### src/rtl/seq_param_pkg.sv
`default_nettype none
// ============================================================================
// Module   : seq_param_pkg
// Brief    : Opcodes, FSM state encodings and instruction field offsets for
//            the parametrised microsequencer.
// Revision : 1.0
// ============================================================================
package seq_param_pkg;

    localparam logic [3:0] c_OP_NO = 4'h0;
    localparam logic [3:0] c_OP_CI = 4'h1;
    localparam logic [3:0] c_OP_CR = 4'h2;
    localparam logic [3:0] c_OP_JI = 4'h3;
    localparam logic [3:0] c_OP_JR = 4'h4;
    localparam logic [3:0] c_OP_JZ = 4'h5;
    localparam logic [3:0] c_OP_WN = 4'h6;
    localparam logic [3:0] c_OP_CL = 4'h7;
    localparam logic [3:0] c_OP_RT = 4'h8;
    localparam logic [3:0] c_OP_LD = 4'h9;
    localparam logic [3:0] c_OP_DJ = 4'hA;

    localparam logic [1:0] c_ST_RESET = 2'd0;
    localparam logic [1:0] c_ST_READY = 2'd1;
    localparam logic [1:0] c_ST_WAIT  = 2'd2;
    localparam logic [1:0] c_ST_ERROR = 2'd3;

    // Instruction layout, MSB to LSB: code(4) dst(4) cmd(CMD_W) imm(DATA_W)
    function automatic int inst_width(input int cmd_w, input int data_w);
        return 8 + cmd_w + data_w;
    endfunction

    function automatic int cmd_lsb(input int data_w);
        return data_w;
    endfunction

    function automatic int dst_lsb(input int cmd_w, input int data_w);
        return cmd_w + data_w;
    endfunction

    function automatic int code_lsb(input int cmd_w, input int data_w);
        return 4 + cmd_w + data_w;
    endfunction

endpackage
`default_nettype wire

### src/rtl/seq_param_stack.sv
`default_nettype none
// ============================================================================
// Module   : seq_param_stack
// Brief    : Small LIFO return stack; top-of-stack is visible combinationally.
// Revision : 1.0
// ============================================================================
module seq_param_stack #(
    parameter int WIDTH = 8,
    parameter int DEPTH = 4
) (
    input  logic             clock,
    input  logic             reset,
    input  logic             push,
    input  logic             pop,
    input  logic [WIDTH-1:0] din,
    output logic [WIDTH-1:0] dout,
    output logic             full,
    output logic             empty
);

    localparam int c_CNT_W = $clog2(DEPTH + 1);

    logic [WIDTH-1:0]   r_mem [DEPTH];
    logic [c_CNT_W-1:0] r_cnt;

    assign full  = (r_cnt == c_CNT_W'(DEPTH));
    assign empty = (r_cnt == '0);

    // Entry k holds the (k+1)-th pushed value; top is entry r_cnt-1.
    always_comb begin
        dout = '0;
        for (int k = 0; k < DEPTH; k++) begin
            if (r_cnt == c_CNT_W'(k + 1)) begin
                dout = r_mem[k];
            end
        end
    end

    always_ff @(posedge clock) begin
        if (push && !full) begin
            for (int k = 0; k < DEPTH; k++) begin
                if (r_cnt == c_CNT_W'(k)) begin
                    r_mem[k] <= din;
                end
            end
        end
    end

    always_ff @(posedge clock) begin
        if (reset) begin
            r_cnt <= '0;
        end else if (push && !full) begin
            r_cnt <= r_cnt + c_CNT_W'(1);
        end else if (pop && !empty) begin
            r_cnt <= r_cnt - c_CNT_W'(1);
        end
    end

endmodule
`default_nettype wire

### src/rtl/seq_param.sv
`default_nettype none
// ============================================================================
// Module   : seq_param
// Brief    : Parametrised microsequencer with return stack, loop counter and
//            sticky error state.
// Revision : 1.0
// ============================================================================
module seq_param
    import seq_param_pkg::*;
#(
    parameter int ADDR_W  = 8,
    parameter int DATA_W  = 8,
    parameter int CMD_W   = 4,
    parameter int IREG_N  = 4,
    parameter int OREG_N  = 8,
    parameter int STACK_D = 4
) (
    input  logic                      clock,
    input  logic                      reset,
    input  logic [8+CMD_W+DATA_W-1:0] inst,
    input  logic                      inst_en,
    input  logic [IREG_N*DATA_W-1:0]  ireg,
    output logic [ADDR_W-1:0]         next,
    output logic [CMD_W+DATA_W-1:0]   oreg,
    output logic [OREG_N-1:0]         oreg_wen,
    output logic                      waiting,
    output logic                      error
);

    localparam int         c_SRC_W     = $clog2(IREG_N);
    localparam int         c_CMD_LSB   = cmd_lsb(DATA_W);
    localparam int         c_DST_LSB   = dst_lsb(CMD_W, DATA_W);
    localparam int         c_CODE_LSB  = code_lsb(CMD_W, DATA_W);
    localparam logic [4:0] c_OREG_LIM  = 5'(OREG_N);
    localparam logic [4:0] c_IREG_LIM  = 5'(IREG_N);

    logic [1:0]              r_state;
    logic [1:0]              w_state_d;
    logic [ADDR_W-1:0]       r_next;
    logic [ADDR_W-1:0]       w_next_d;
    logic [CMD_W+DATA_W-1:0] r_oreg;
    logic [CMD_W+DATA_W-1:0] w_oreg_d;
    logic [OREG_N-1:0]       r_wen;
    logic [OREG_N-1:0]       w_wen_d;
    logic [DATA_W-1:0]       r_cnt;
    logic [DATA_W-1:0]       w_cnt_d;
    logic [DATA_W-1:0]       w_cnt_dec;
    logic [c_SRC_W-1:0]      r_wsrc;
    logic [c_SRC_W-1:0]      w_wsrc_d;

    logic [3:0]              w_code;
    logic [3:0]              w_dst;
    logic [CMD_W-1:0]        w_cmd;
    logic [DATA_W-1:0]       w_imm;
    logic [c_SRC_W-1:0]      w_src;
    logic [ADDR_W-1:0]       w_tgt;
    logic [DATA_W-1:0]       w_ireg [IREG_N];
    logic [DATA_W-1:0]       w_sel;
    logic [DATA_W-1:0]       w_wsel;
    logic [ADDR_W-1:0]       w_next_inc;
    logic                    w_dst_bad;
    logic                    w_src_bad;
    logic                    w_fault;
    logic                    w_push;
    logic                    w_pop;
    logic [ADDR_W-1:0]       w_top;
    logic                    w_full;
    logic                    w_empty;

    assign w_code     = inst[c_CODE_LSB +: 4];
    assign w_dst      = inst[c_DST_LSB +: 4];
    assign w_cmd      = inst[c_CMD_LSB +: CMD_W];
    assign w_imm      = inst[DATA_W-1:0];
    assign w_src      = w_imm[c_SRC_W-1:0];
    assign w_tgt      = w_imm[ADDR_W-1:0];
    assign w_next_inc = r_next + ADDR_W'(1);
    assign w_cnt_dec  = (r_cnt == '0) ? '0 : r_cnt - DATA_W'(1);
    assign w_dst_bad  = ({1'b0, w_dst} >= c_OREG_LIM);
    assign w_src_bad  = (5'(w_src) >= c_IREG_LIM);

    generate
        for (genvar k = 0; k < IREG_N; k++) begin : g_ireg
            assign w_ireg[k] = ireg[k*DATA_W +: DATA_W];
        end
    endgenerate

    // Out-of-range selects read as zero; those instructions fault anyway.
    always_comb begin
        w_sel  = '0;
        w_wsel = '0;
        for (int k = 0; k < IREG_N; k++) begin
            if (w_src == c_SRC_W'(k)) begin
                w_sel = w_ireg[k];
            end
            if (r_wsrc == c_SRC_W'(k)) begin
                w_wsel = w_ireg[k];
            end
        end
    end

    always_comb begin
        w_fault = 1'b0;
        case (w_code)
            c_OP_NO, c_OP_JI, c_OP_LD, c_OP_DJ: w_fault = 1'b0;
            c_OP_CI:                            w_fault = w_dst_bad;
            c_OP_CR:                            w_fault = w_dst_bad | w_src_bad;
            c_OP_JR, c_OP_JZ, c_OP_WN:          w_fault = w_src_bad;
            c_OP_CL:                            w_fault = w_full;
            c_OP_RT:                            w_fault = w_empty;
            default:                            w_fault = 1'b1;
        endcase
    end

    always_ff @(posedge clock) begin
        if (reset) begin
            r_state <= c_ST_RESET;
            r_next  <= '0;
            r_oreg  <= '0;
            r_wen   <= '0;
            r_cnt   <= '0;
            r_wsrc  <= '0;
        end else begin
            r_state <= w_state_d;
            r_next  <= w_next_d;
            r_oreg  <= w_oreg_d;
            r_wen   <= w_wen_d;
            r_cnt   <= w_cnt_d;
            r_wsrc  <= w_wsrc_d;
        end
    end

    always_comb begin
        w_state_d = r_state;
        case (r_state)
            c_ST_RESET: w_state_d = c_ST_READY;
            c_ST_READY: begin
                if (inst_en) begin
                    if (w_fault) begin
                        w_state_d = c_ST_ERROR;
                    end else if (w_code == c_OP_WN && w_sel == '0) begin
                        w_state_d = c_ST_WAIT;
                    end
                end
            end
            c_ST_WAIT: begin
                if (inst_en && w_wsel != '0) begin
                    w_state_d = c_ST_READY;
                end
            end
            default: w_state_d = c_ST_ERROR;
        endcase
    end

    always_comb begin
        w_next_d = r_next;
        w_oreg_d = '0;
        w_wen_d  = '0;
        w_cnt_d  = r_cnt;
        w_wsrc_d = r_wsrc;
        w_push   = 1'b0;
        w_pop    = 1'b0;
        case (r_state)
            c_ST_RESET: begin
                w_next_d = '0;
                w_cnt_d  = '0;
            end
            c_ST_READY: begin
                if (inst_en && w_fault) begin
                    w_next_d = '0;
                end else if (inst_en) begin
                    case (w_code)
                        c_OP_CI: begin
                            w_oreg_d = {w_cmd, w_imm};
                            w_wen_d  = OREG_N'(1) << w_dst;
                            w_next_d = w_next_inc;
                        end
                        c_OP_CR: begin
                            w_oreg_d = {w_cmd, w_sel};
                            w_wen_d  = OREG_N'(1) << w_dst;
                            w_next_d = w_next_inc;
                        end
                        c_OP_JI: w_next_d = w_tgt;
                        c_OP_JR: w_next_d = w_sel[ADDR_W-1:0];
                        c_OP_JZ: w_next_d = (w_sel == '0) ? w_tgt : w_next_inc;
                        c_OP_WN: begin
                            if (w_sel != '0) begin
                                w_next_d = w_next_inc;
                            end else begin
                                w_wsrc_d = w_src;
                            end
                        end
                        c_OP_CL: begin
                            w_push   = 1'b1;
                            w_next_d = w_tgt;
                        end
                        c_OP_RT: begin
                            w_pop    = 1'b1;
                            w_next_d = w_top;
                        end
                        c_OP_LD: begin
                            w_cnt_d  = w_imm;
                            w_next_d = w_next_inc;
                        end
                        c_OP_DJ: begin
                            w_cnt_d  = w_cnt_dec;
                            w_next_d = (w_cnt_dec != '0) ? w_tgt : w_next_inc;
                        end
                        default: w_next_d = w_next_inc;
                    endcase
                end
            end
            c_ST_WAIT: begin
                if (inst_en && w_wsel != '0) begin
                    w_next_d = w_next_inc;
                end
            end
            default: w_next_d = '0;
        endcase
    end

    seq_param_stack #(
        .WIDTH (ADDR_W),
        .DEPTH (STACK_D)
    ) u_stack (
        .clock (clock),
        .reset (reset),
        .push  (w_push),
        .pop   (w_pop),
        .din   (w_next_inc),
        .dout  (w_top),
        .full  (w_full),
        .empty (w_empty)
    );

    assign next     = r_next;
    assign oreg     = r_oreg;
    assign oreg_wen = r_wen;
    assign waiting  = (r_state == c_ST_WAIT);
    assign error    = (r_state == c_ST_ERROR);

endmodule
`default_nettype wire

### config.mk
export PLATFORM = sky130hd
export DESIGN_NAME = seq_param
export DESIGN_NICKNAME = d
export VERILOG_FILES = /design/src/rtl/seq_param_pkg.sv /design/src/rtl/seq_param_stack.sv /design/src/rtl/seq_param.sv
export SDC_FILE = /design/constraint.sdc
export NUM_CORES = 1
export LEC_CHECK = 0
export ABC_AREA = 1
export ABC_CLOCK_PERIOD_IN_PS = 7200
export CORE_MARGIN = 4
export CORE_UTILIZATION = 50
export CTS_CLUSTER_DIAMETER = 40
export DETAILED_ROUTE_END_ITERATION = 6
export DONT_BUFFER_PORTS = 1
export GPL_TIMING_DRIVEN = 0
export RECOVER_POWER = 100
export SYNTH_ARGS = -nofsm -noshare
export SYNTH_HDL_FRONTEND = slang
export SYNTH_SLANG_ARGS = --single-unit
### constraint.sdc
create_clock -name clock -period 7.2 [get_ports clock]
set_clock_uncertainty 0.15 [all_clocks]
set_input_delay 1.44 -clock clock [delete_from_list [all_inputs] [get_ports clock]]
set_output_delay 1.44 -clock clock [all_outputs]
set_load 0.05 [all_outputs]
==> summary.md, run 1 <==
| Metric | Value |
|---|---|
| Average wire per standard cell | 16.8 um |
| Drt via density | 5.67 |
| Global placement routability congestion | 0.942 |
| P_sw | 485 uW |
| Num CTS Buffers | 9 |
| Crit Reg-Reg Endpoint | u_stack.r_mem[1][7]$_DFFE_PP_ |
| Predominant post-synthesis flop cell | sky130_fd_sc_hd__dfxtp_1 |
| NumNets Final | 702 |
| Remaining design rule violation count | 0 |
| Setup bufs post-CTS | 0 |
| Final hold vios | 0 |
| Total gr overflow | 0 |
| Startpoint of the most critical hold path | r_cnt[7]$_SDFFE_PP0P_ |
| Buffers added on ports | 0 |
| Launching point of the worst reg2reg path | u_stack.r_cnt[0]$_SDFFE_PP0P_ |
| Clk pin slew, worst setup/hold paths | 0.08 ns |
| First-pass iteration count of the detailed router | 5 |
| Post-cts resize count | 0 |
| Max-Cap Viols | 0 |
| Clk network pwr share | 24.7% |
| Cell depth of the worst min-delay path | 2 |
| Number of nets with antenna violations after routing | 0 |
| Post-synthesis instance area | 4530 um2 |
| Cell Rows | 34 |
| Peak clock frequency supported by timing | 255 MHz |
| Starting Density | 51.7% |
| Cell Chain, Critical Path | clkbuf_1 > clkbuf_1 > o21ai_0 > nand3_1 > nand2_1 > nand2_1 > nor2_1 > nand4_1 > inv_1 > nand2_2 > nand2_1 > nor2_1 > nand2_1 > a21oi_1 |
| Maximum clock insertion buffer count | 2 |
| Post-Syn Nets | 691 |
| Floorplan die width | 103 um |
| Number of failing setup endpoints in the final timing report | 0 |
| Mean cell area of the mapped netlist | 7.28 um2 |
| Number of synthesized register bits | 75 |
| Library cell used as clock root buffer | sky130_fd_sc_hd__clkbuf_8 |
| Critical path start-end classification | in2reg |
| Relative contribution of sequential cells to total power | 41.4% |
| Internal cell power | 708 uW |
| Routed Wire Length | 12.5 mm |
| Crit path capture type | flip-flop |
| Vias | 4237 |
| Peak supply drop | 0.159 mV |
| Most common cell after layout, fill and taps aside | sky130_fd_sc_hd__nand2_1 |
| Most frequent cells in the layout | 171 x sky130_fd_sc_hd__nand2_1, 74 x sky130_fd_sc_hd__inv_1, 59 x sky130_fd_sc_hd__nand3_1 |
| Largest stage delay, worst path | 0.45 ns |
| Final number of max-transition violations | 0 |
| Most frequent cell on the critical path | sky130_fd_sc_hd__nand2_1 |
| DIE AREA | 10700 um2 |
| Synthesis-to-finish area growth | 5.44% |
| Share of the synthesized area in the top cell type | 21.2% |
| I/O pin count | 85 |
| Tmin final | 3.93 ns |
| CTS Hold Bufs | 0 |
| Wire length of the first global-routing pass | 19.6 mm |
| Internal reg-to-reg setup slack | 3.92 ns |
| EDFF count, synth | 32 |
| Type of origin of the critical path | input port |
| Antenna violations before repair | 0 |
| Num Clock Sinks | 75 |
| Min-Delay Path Class | reg2reg |
| Outcome | finished clean |
| Actual transition at the worst max-transition pin | 1.23 ns |
| H-tree levels | 3 |
| Power per Cell Area | 250 nW/um2 |
| Sw frac | 40.6% |
| GRT Util Overall | 23.9% |
| Sequential share of the synthesized area | 40.2% |
| Fraction of final layout cells with drive strength greater than 1 | 5.79% |
| Largest area contributor in the netlist | sky130_fd_sc_hd__edfxtp_1 |
| Relative slew margins | 18.1% |
| Detailed placement HPWL | 9.91 mm |
| Critical-path cell with the highest stage delay | sky130_fd_sc_hd__nor2_1 |
| Cell count after synthesis | 623 |
| Setup total negative slack | 0 ns |
| Arrival time at the worst endpoint | 4.06 ns |
| Core box area | 8760 um2 |
| Violation count after the first detailed-route iteration | 230 |
| Total power | 1.19 mW |
| Static leakage power | 1.93 nW |
| Synth top area cells | sky130_fd_sc_hd__edfxtp_1 21%, sky130_fd_sc_hd__dfxtp_1 19%, sky130_fd_sc_hd__nand2_1 14% |
| Largest fanout on the critical path | 10 |
| Diodes inserted | 0 |
| Yosys warning total | 0 |
| Die height | 103 um |
| Final Cycle Share | 54.5% |
| Unrepaired setup endpoints after global routing | false |
| Proportion of power drawn by combinational gates | 33.9% |
| Vias in the first global route | 3934 |
| Clock network latency to the later pin of the worst-skew pair | 0.36 ns |
| Largest net degree at the start of global routing | 15 |
| Hold EP | r_cnt[7]$_SDFFE_PP0P_ |
| TritonCTS clock tree | done |
| Cell count of the worst reg-to-reg path | 6 |
| Post-synth cell types | 43 |
| Crit path required time | 7.33 ns |
| Share of flip-flops with an asynchronous set or reset | 0% |
## metrics by stage
stage               hold slack, ns  instances  area [um2]  utilization (%)  setup WS, ns
floorplan                    0.313        623        4530                -          3.91
global placement             0.341        731        4670             53.3          3.36
detailed placement           0.349        731        4670             53.3          3.34
CTS                          0.361        747        4840             55.2          3.71
global route                 0.394        747        4780             54.6          3.00
finish                       0.359        747        4780             54.6          3.27
## critical path, delay by kind of cell
| family | cells | cell delay, ns |
|---|---|---|
| buffers and inverters | 3 | 0.92 |
| AO/OA/AOI/OAI | 2 | 0.29 |
| AND/OR/NAND/NOR | 9 | 1.40 |
## final cells by class
type                            count  area [um2]
Buffer                             14        70.1
Multi-Input combinational cell    456        2290
Fill cell                         878        3980
Clock inverter                      6        42.5
Inverter                           78         293
Sequential cell                    75        1820
Clock buffer                       10         128
Tap cell                          108         135
## logic make-up after synthesis
group / count (synthesis) / synth area share [%]
AO/OA/AOI/OAI: 94 / 12.1
XOR/XNOR: 5 / 0.966
flip-flops: 75 / 40.2
buffers and inverters: 92 / 8.33
AND/OR/NAND/NOR: 344 / 34.8
adder cells (fa/ha/maj): 13 / 3.59
## sequential cells by signal, summed over array words and instances, names as in the netlist
| signal | count |
|---|---|
| oreg | 12 |
| r_cnt | 8 |
| r_state | 2 |
| r_wsrc | 2 |
| oreg_wen | 8 |
| u_stack.r_mem | 32 |
| next | 8 |
| u_stack.r_cnt | 3 |
## how the worst max path moves through the flow
stage | start | cells past startpoint | endpoint | slack [ns]
floorplan | inst[18] | 6 | u_stack.r_mem[1][0]$_DFFE_PP_ | 3.91
global placement | inst[18] | 6 | u_stack.r_mem[1][4]$_DFFE_PP_ | 3.36
detailed placement | inst[18] | 6 | u_stack.r_mem[1][4]$_DFFE_PP_ | 3.34
CTS | inst[18] | 6 | u_stack.r_mem[1][7]$_DFFE_PP_ | 3.71
global route | inst[0] | 14 | next[4]$_SDFFE_PP0P_ | 3.00
finish | inst[0] | 14 | next[4]$_SDFFE_PP0P_ | 3.27
## cells in the mapped netlist (3+ instances only)
master                      count
sky130_fd_sc_hd__o2111ai_1      3
sky130_fd_sc_hd__nand3_1       59
sky130_fd_sc_hd__nor2_2         4
sky130_fd_sc_hd__inv_1         73
sky130_fd_sc_hd__ha_1          13
sky130_fd_sc_hd__xor2_1         5
sky130_fd_sc_hd__edfxtp_1      32
sky130_fd_sc_hd__nand2_4        3
sky130_fd_sc_hd__nor3_1        14
sky130_fd_sc_hd__a21o_1         6
sky130_fd_sc_hd__or2_1          8
sky130_fd_sc_hd__buf_6          4
sky130_fd_sc_hd__nand4_1       22
sky130_fd_sc_hd__clkbuf_1       6
sky130_fd_sc_hd__inv_2          3
sky130_fd_sc_hd__nor2_4         4
sky130_fd_sc_hd__nand2_2        6
sky130_fd_sc_hd__dfxtp_1       43
sky130_fd_sc_hd__a21oi_1       27
sky130_fd_sc_hd__nor4_1         4
sky130_fd_sc_hd__nor2_1        45
sky130_fd_sc_hd__o21ai_0       41
sky130_fd_sc_hd__nand2_1      169
## layer usage
| layer | up-vias | GRT usage [%] | routed length, um |
|---|---|---|---|
| li1 | 2105 | - | - |
| met1 | 1959 | 33.1 | 5530 |
| met2 | 150 | 36.9 | 5860 |
| met3 | 23 | 5.63 | 894 |
| met4 | 0 | 8.27 | 249 |
| met5 | - | 0 | 0 |
## power by group through the flow
stage / Sequential [mW] / Clock (mW) / Combinational (mW)
CTS: 0.494 / 0.298 / 0.416
finish: 0.494 / 0.295 / 0.404
detailed placement: 0.504 / 0 / 0.413
floorplan: 0.497 / 0 / 0.324
global route: 0.497 / 0.319 / 0.459
global placement: 0.503 / 0 / 0.405
Note: power is estimated with default switching activity, not from simulation.
==> run 2: changes to the inputs <==
Settings changed: ABC_CLOCK_PERIOD_IN_PS 7200 to 3370, PLACE_DENSITY from default to 0.68.
Clock period 7.2 ns to 3.37 ns, I/O delays scaled along.
==> summary.md, run 2 (synthesis gave the netlist of run 1 again) <==
| Metric | Value |
|---|---|
| Synthesis-to-finish area growth | 7.12% |
| Num Clock Sinks | 75 |
| Sw frac | 38.8% |
| Num CTS Buffers | 9 |
| Number of nets with antenna violations after routing | 0 |
| Starting Density | 51.7% |
| Proportion of power drawn by combinational gates | 33.5% |
| Core box area | 8760 um2 |
| Cell Chain, Critical Path | inv_1 > ha_1 > nand2_1 > clkbuf_1 > nand3_1 > nor3b_2 |
| Most frequent cells in the layout | 170 x sky130_fd_sc_hd__nand2_1, 73 x sky130_fd_sc_hd__inv_1, 59 x sky130_fd_sc_hd__nand3_1 |
| TritonCTS clock tree | done |
| GRT Util Overall | 23.6% |
| Remaining design rule violation count | 0 |
| Place WS | -0.0286 ns |
| Diodes inserted | 0 |
| Relative slew margins | 51.7% |
| Crit path required time | 3.20 ns |
| Antenna violations before repair | 0 |
| Critical path start-end classification | reg2reg |
| Wire length of the first global-routing pass | 19.6 mm |
| Number of flip-flops in the largest register | 32 |
| Clk network pwr share | 26.1% |
| Min-Delay Path Class | in2reg |
| Total gr overflow | 0 |
| DIE AREA | 10700 um2 |
| Peak clock frequency supported by timing | 336 MHz |
| Routed Wire Length | 12.5 mm |
| Drt via density | 5.68 |
| NumNets Final | 702 |
| WL met1 | 5.53 mm |
| Violation count after the first detailed-route iteration | 252 |
| Met3 WL | 998 um |
| Average wire per standard cell | 16.7 um |
| Maximum clock insertion buffer count | 2 |
| Met2 routed wirelength | 5.87 mm |
| Number of failing setup endpoints in the final timing report | 0 |
| CTS Hold Bufs | 0 |
| Arrival time at the worst endpoint | 2.81 ns |
| Internal cell power | 1.60 mW |
| Relative contribution of sequential cells to total power | 40.3% |
| Crit path capture type | flip-flop |
| Clock network latency to the later pin of the worst-skew pair | 0.35 ns |
| Type of origin of the critical path | flip-flop |
| Peak supply drop | 0.347 mV |
| Power per Cell Area | 538 nW/um2 |
| Vias in the first global route | 3992 |
| Final number of max-transition violations | 0 |
| Largest fanout on the critical path | 10 |
| Static leakage power | 1.98 nW |
| Max-Cap Viols | 0 |
| Most common cell after layout, fill and taps aside | sky130_fd_sc_hd__nand2_1 |
| Final Cycle Share | 88.4% |
| Unrepaired setup endpoints after global routing | false |
| Setup total negative slack | 0 ns |
| Tmin final | 2.98 ns |
| Library cell used as clock root buffer | sky130_fd_sc_hd__clkbuf_8 |
| Largest stage delay, worst path | 0.69 ns |
| Cell Rows | 34 |
| Vias | 4246 |
| Setup slack of the critical path after layout | 0.393 ns |
| H-tree levels | 3 |
| Critical-path cell with the highest stage delay | sky130_fd_sc_hd__nor3b_2 |
| Detailed placement HPWL | 9.72 mm |
| Buffers added on ports | 0 |
| Actual transition at the worst max-transition pin | 0.722 ns |
| Clk pin slew, worst setup/hold paths | 0.08 ns |
| Fraction of final layout cells with drive strength greater than 1 | 7.20% |
| Final hold vios | 0 |
| First-pass iteration count of the detailed router | 6 |
| Setup bufs post-CTS | 0 |
| Highest routed layer | met4 |
| Die height | 103 um |
| Post-cts resize count | 1 |
| Top register by number of flip-flops | u_stack.r_mem |
| I/O pin count | 85 |
| Outcome | finished clean |
| Floorplan die width | 103 um |
| Global placement routability congestion | 0.976 |
| P_sw | 1.01 mW |
| Largest net degree at the start of global routing | 14 |
## run 2: final cells by class
class                   instances  area [um2]
fillers                       863        3910
inverters                      78         293
multi-input cells             456        2330
clock buffers                  10         128
flip-flops and latches         75        1820
clock inverters                 6        66.3
plain buffers                  14        83.8
well taps                     108         135
## run 2: worst paths after layout
| path | startpoint | end | slack (ns) | cells after the start |
|---|---|---|---|---|
| setup / recovery | u_stack.r_cnt[0]$_SDFFE_PP0P_ | u_stack.r_mem[1][7]$_DFFE_PP_ | 0.39 | 6 |
| hold / removal | reset | next[5]$_SDFFE_PP0P_ | 0.23 | 1 |
| hold reg to reg | r_wsrc[1]$_SDFFE_PP0P_ | r_wsrc[1]$_SDFFE_PP0P_ | 0.36 | 2 |
| setup reg to reg | u_stack.r_cnt[0]$_SDFFE_PP0P_ | u_stack.r_mem[1][7]$_DFFE_PP_ | 0.39 | 6 |
## run 2: metrics by stage
step                area [um2]  instances  hold WS (ns)  power, mW  utilization (%)
finish                    4860        747         0.235       2.61             55.4
detailed placement        4670        731         0.348       1.95             53.3
global route              4860        747         0.217       2.78             55.4
CTS                       4870        747         0.225       2.62             55.6
global placement          4670        731         0.338       1.93             53.3
floorplan                 4530        623         0.313       1.75                -
## run 2: metal layers
metal / vias up / GRT usage [%]
li1: 2105 / -
met5: - / 0
met2: 168 / 38.0
met3: 9 / 6.10
met1: 1964 / 32.4
met4: 0 / 4.48
## run 2: power by group through the flow
stage,Sequential (mW),Combinational [mW],Clock (mW)
after detailed placement,1.07,0.871,0
after global placement,1.07,0.855,0
after floorplan,1.06,0.692,0
after CTS,1.05,0.874,0.695
after global routing,1.06,0.990,0.734
final,1.05,0.875,0.683
## run 2: critical path, delay by kind of cell, from the launching register on
| family | cells | cell delay, ns |
|---|---|---|
| and+or+nand+nor | 3 | 1.31 |
| buffers and inverters | 2 | 0.47 |
| adders and majority gates | 1 | 0.26 |
| DFF | 1 | 0.42 |
==> run 3: changes to the inputs <==
Settings changed: REMOVE_ABC_BUFFERS from default to 1.
==> summary.md, run 3 (synthesis gave the netlist of run 1 again) <==
| Metric | Value |
|---|---|
| Outcome | finished clean |
| Relative slew margins | 28.5% |
| H-tree levels | 3 |
| Largest fanout on the critical path | 17 |
| Min-Delay Path Class | in2reg |
| Largest net degree at the start of global routing | 20 |
| Max-Cap Viols | 0 |
| Final number of max-transition violations | 0 |
| Number of flip-flops in the largest register | 32 |
| Total power | 2.60 mW |
| Crit path required time | 3.19 ns |
| Static leakage power | 1.93 nW |
| Post-cts resize count | 0 |
| Fin util | 54.4% |
| CTS Hold Bufs | 0 |
| Most common cell after layout, fill and taps aside | sky130_fd_sc_hd__nand2_1 |
| Crit path capture type | flip-flop |
| Tmin final | 3.01 ns |
| Type of origin of the critical path | flip-flop |
| GRT Util Overall | 23.3% |
| Synthesis-to-finish area growth | 5.22% |
| Detailed placement HPWL | 9.27 mm |
| Most frequent cells in the layout | 170 x sky130_fd_sc_hd__nand2_1, 73 x sky130_fd_sc_hd__inv_1, 59 x sky130_fd_sc_hd__nand3_1 |
| Cell Rows | 34 |
| Fraction of final layout cells with drive strength greater than 1 | 6.24% |
| Final Cycle Share | 89.4% |
| First-pass iteration count of the detailed router | 5 |
| Drt via density | 5.71 |
| Critical path start-end classification | reg2reg |
| Setup bufs post-CTS | 0 |
| Hold Slack | 0.233 ns |
| Power per Cell Area | 546 nW/um2 |
| Core box area | 8760 um2 |
| Critical-path cell with the highest stage delay | sky130_fd_sc_hd__nor3_1 |
| Number of nets with antenna violations after routing | 0 |
| Die height | 103 um |
| Average wire per standard cell | 16.4 um |
| Violation count after the first detailed-route iteration | 398 |
| Starting Density | 51.7% |
| Final hold vios | 0 |
| Clk pin slew, worst setup/hold paths | 0.08 ns |
| Setup total negative slack | 0 ns |
| Number of failing setup endpoints in the final timing report | 0 |
| Top register by number of flip-flops | u_stack.r_mem |
| DIE AREA | 10700 um2 |
| Clock network latency to the later pin of the worst-skew pair | 0.35 ns |
| NumNets Final | 688 |
| Post-layout instance count excluding filler cells | 733 |
| Buffers added on ports | 0 |
| Peak supply drop | 0.363 mV |
| Maximum clock insertion buffer count | 2 |
| Diodes inserted | 0 |
| Global placement routability congestion | 0.939 |
| Floorplan die width | 103 um |
| Placed insts | 717 |
| I/O pin count | 85 |
| Total gr overflow | 0 |
| Routed Wire Length | 12.0 mm |
| Unrepaired setup endpoints after global routing | false |
| Vias | 4182 |
| Remaining design rule violation count | 0 |
| Peak clock frequency supported by timing | 332 MHz |
| Vias in the first global route | 3902 |
| Wire length of the first global-routing pass | 19.2 mm |
| Actual transition at the worst max-transition pin | 1.06 ns |
| Library cell used as clock root buffer | sky130_fd_sc_hd__clkbuf_8 |
| TritonCTS clock tree | done |
| Num CTS Buffers | 9 |
| Num Clock Sinks | 75 |
| Arrival time at the worst endpoint | 2.83 ns |
| Cell Chain, Critical Path | inv_1 > ha_1 > nand2_1 > nand3_1 > nor3_1 |
| Antenna violations before repair | 0 |
| Largest stage delay, worst path | 0.92 ns |
run 3: per-stage QoR:
step	setup WS [ns]	cell area (um2)
floorplan	0.841	4450
global placement	0.299	4580
detailed placement	0.203	4580
CTS	0.178	4780
global route	0.0280	4770
finish	0.358	4770
run 3: metal layers:
| metal | track usage (%) | up-vias | wire, um |
|---|---|---|---|
| li1 | - | 2075 | - |
| met4 | 5.68 | 0 | 134 |
| met3 | 6.10 | 14 | 968 |
| met1 | 32.6 | 1931 | 5380 |
| met5 | 0 | - | 0 |
| met2 | 36.1 | 162 | 5550 |
run 3: where the power goes:
group          internal (mW)  switching (mW)  leakage [nW]
Combinational          0.257           0.602          1.20
Clock                  0.363           0.328        0.0966
Sequential             0.992          0.0624         0.631
Total                   1.61           0.993          1.93
run 3: area by class of cell:
class	count	area, um2
Clock buffer	12	145
Fill cell	878	3990
Tap cell	108	135
Inverter	78	293
Sequential cell	75	1820
Multi-Input combinational cell	456	2320
Clock inverter	4	51.3
run 3: worst paths after layout:
kind	slack [ns]	cells past startpoint	from	endpoint
hold reg to reg	0.36	2	r_cnt[7]$_SDFFE_PP0P_	r_cnt[7]$_SDFFE_PP0P_
setup reg to reg	0.36	5	u_stack.r_cnt[0]$_SDFFE_PP0P_	u_stack.r_mem[2][6]$_DFFE_PP_
setup / recovery	0.36	5	u_stack.r_cnt[0]$_SDFFE_PP0P_	u_stack.r_mem[2][6]$_DFFE_PP_
hold / removal	0.23	1	reset	next[4]$_SDFFE_PP0P_
run 3: worst max-delay path, delay by kind of cell, from the launching register on:
family / cells / cell delay, ns
adder cells (fa/ha/maj): 1 / 0.26
AND/OR/NAND/NOR: 3 / 1.67
buffers and inverters: 1 / 0.12
flip-flops: 1 / 0.42
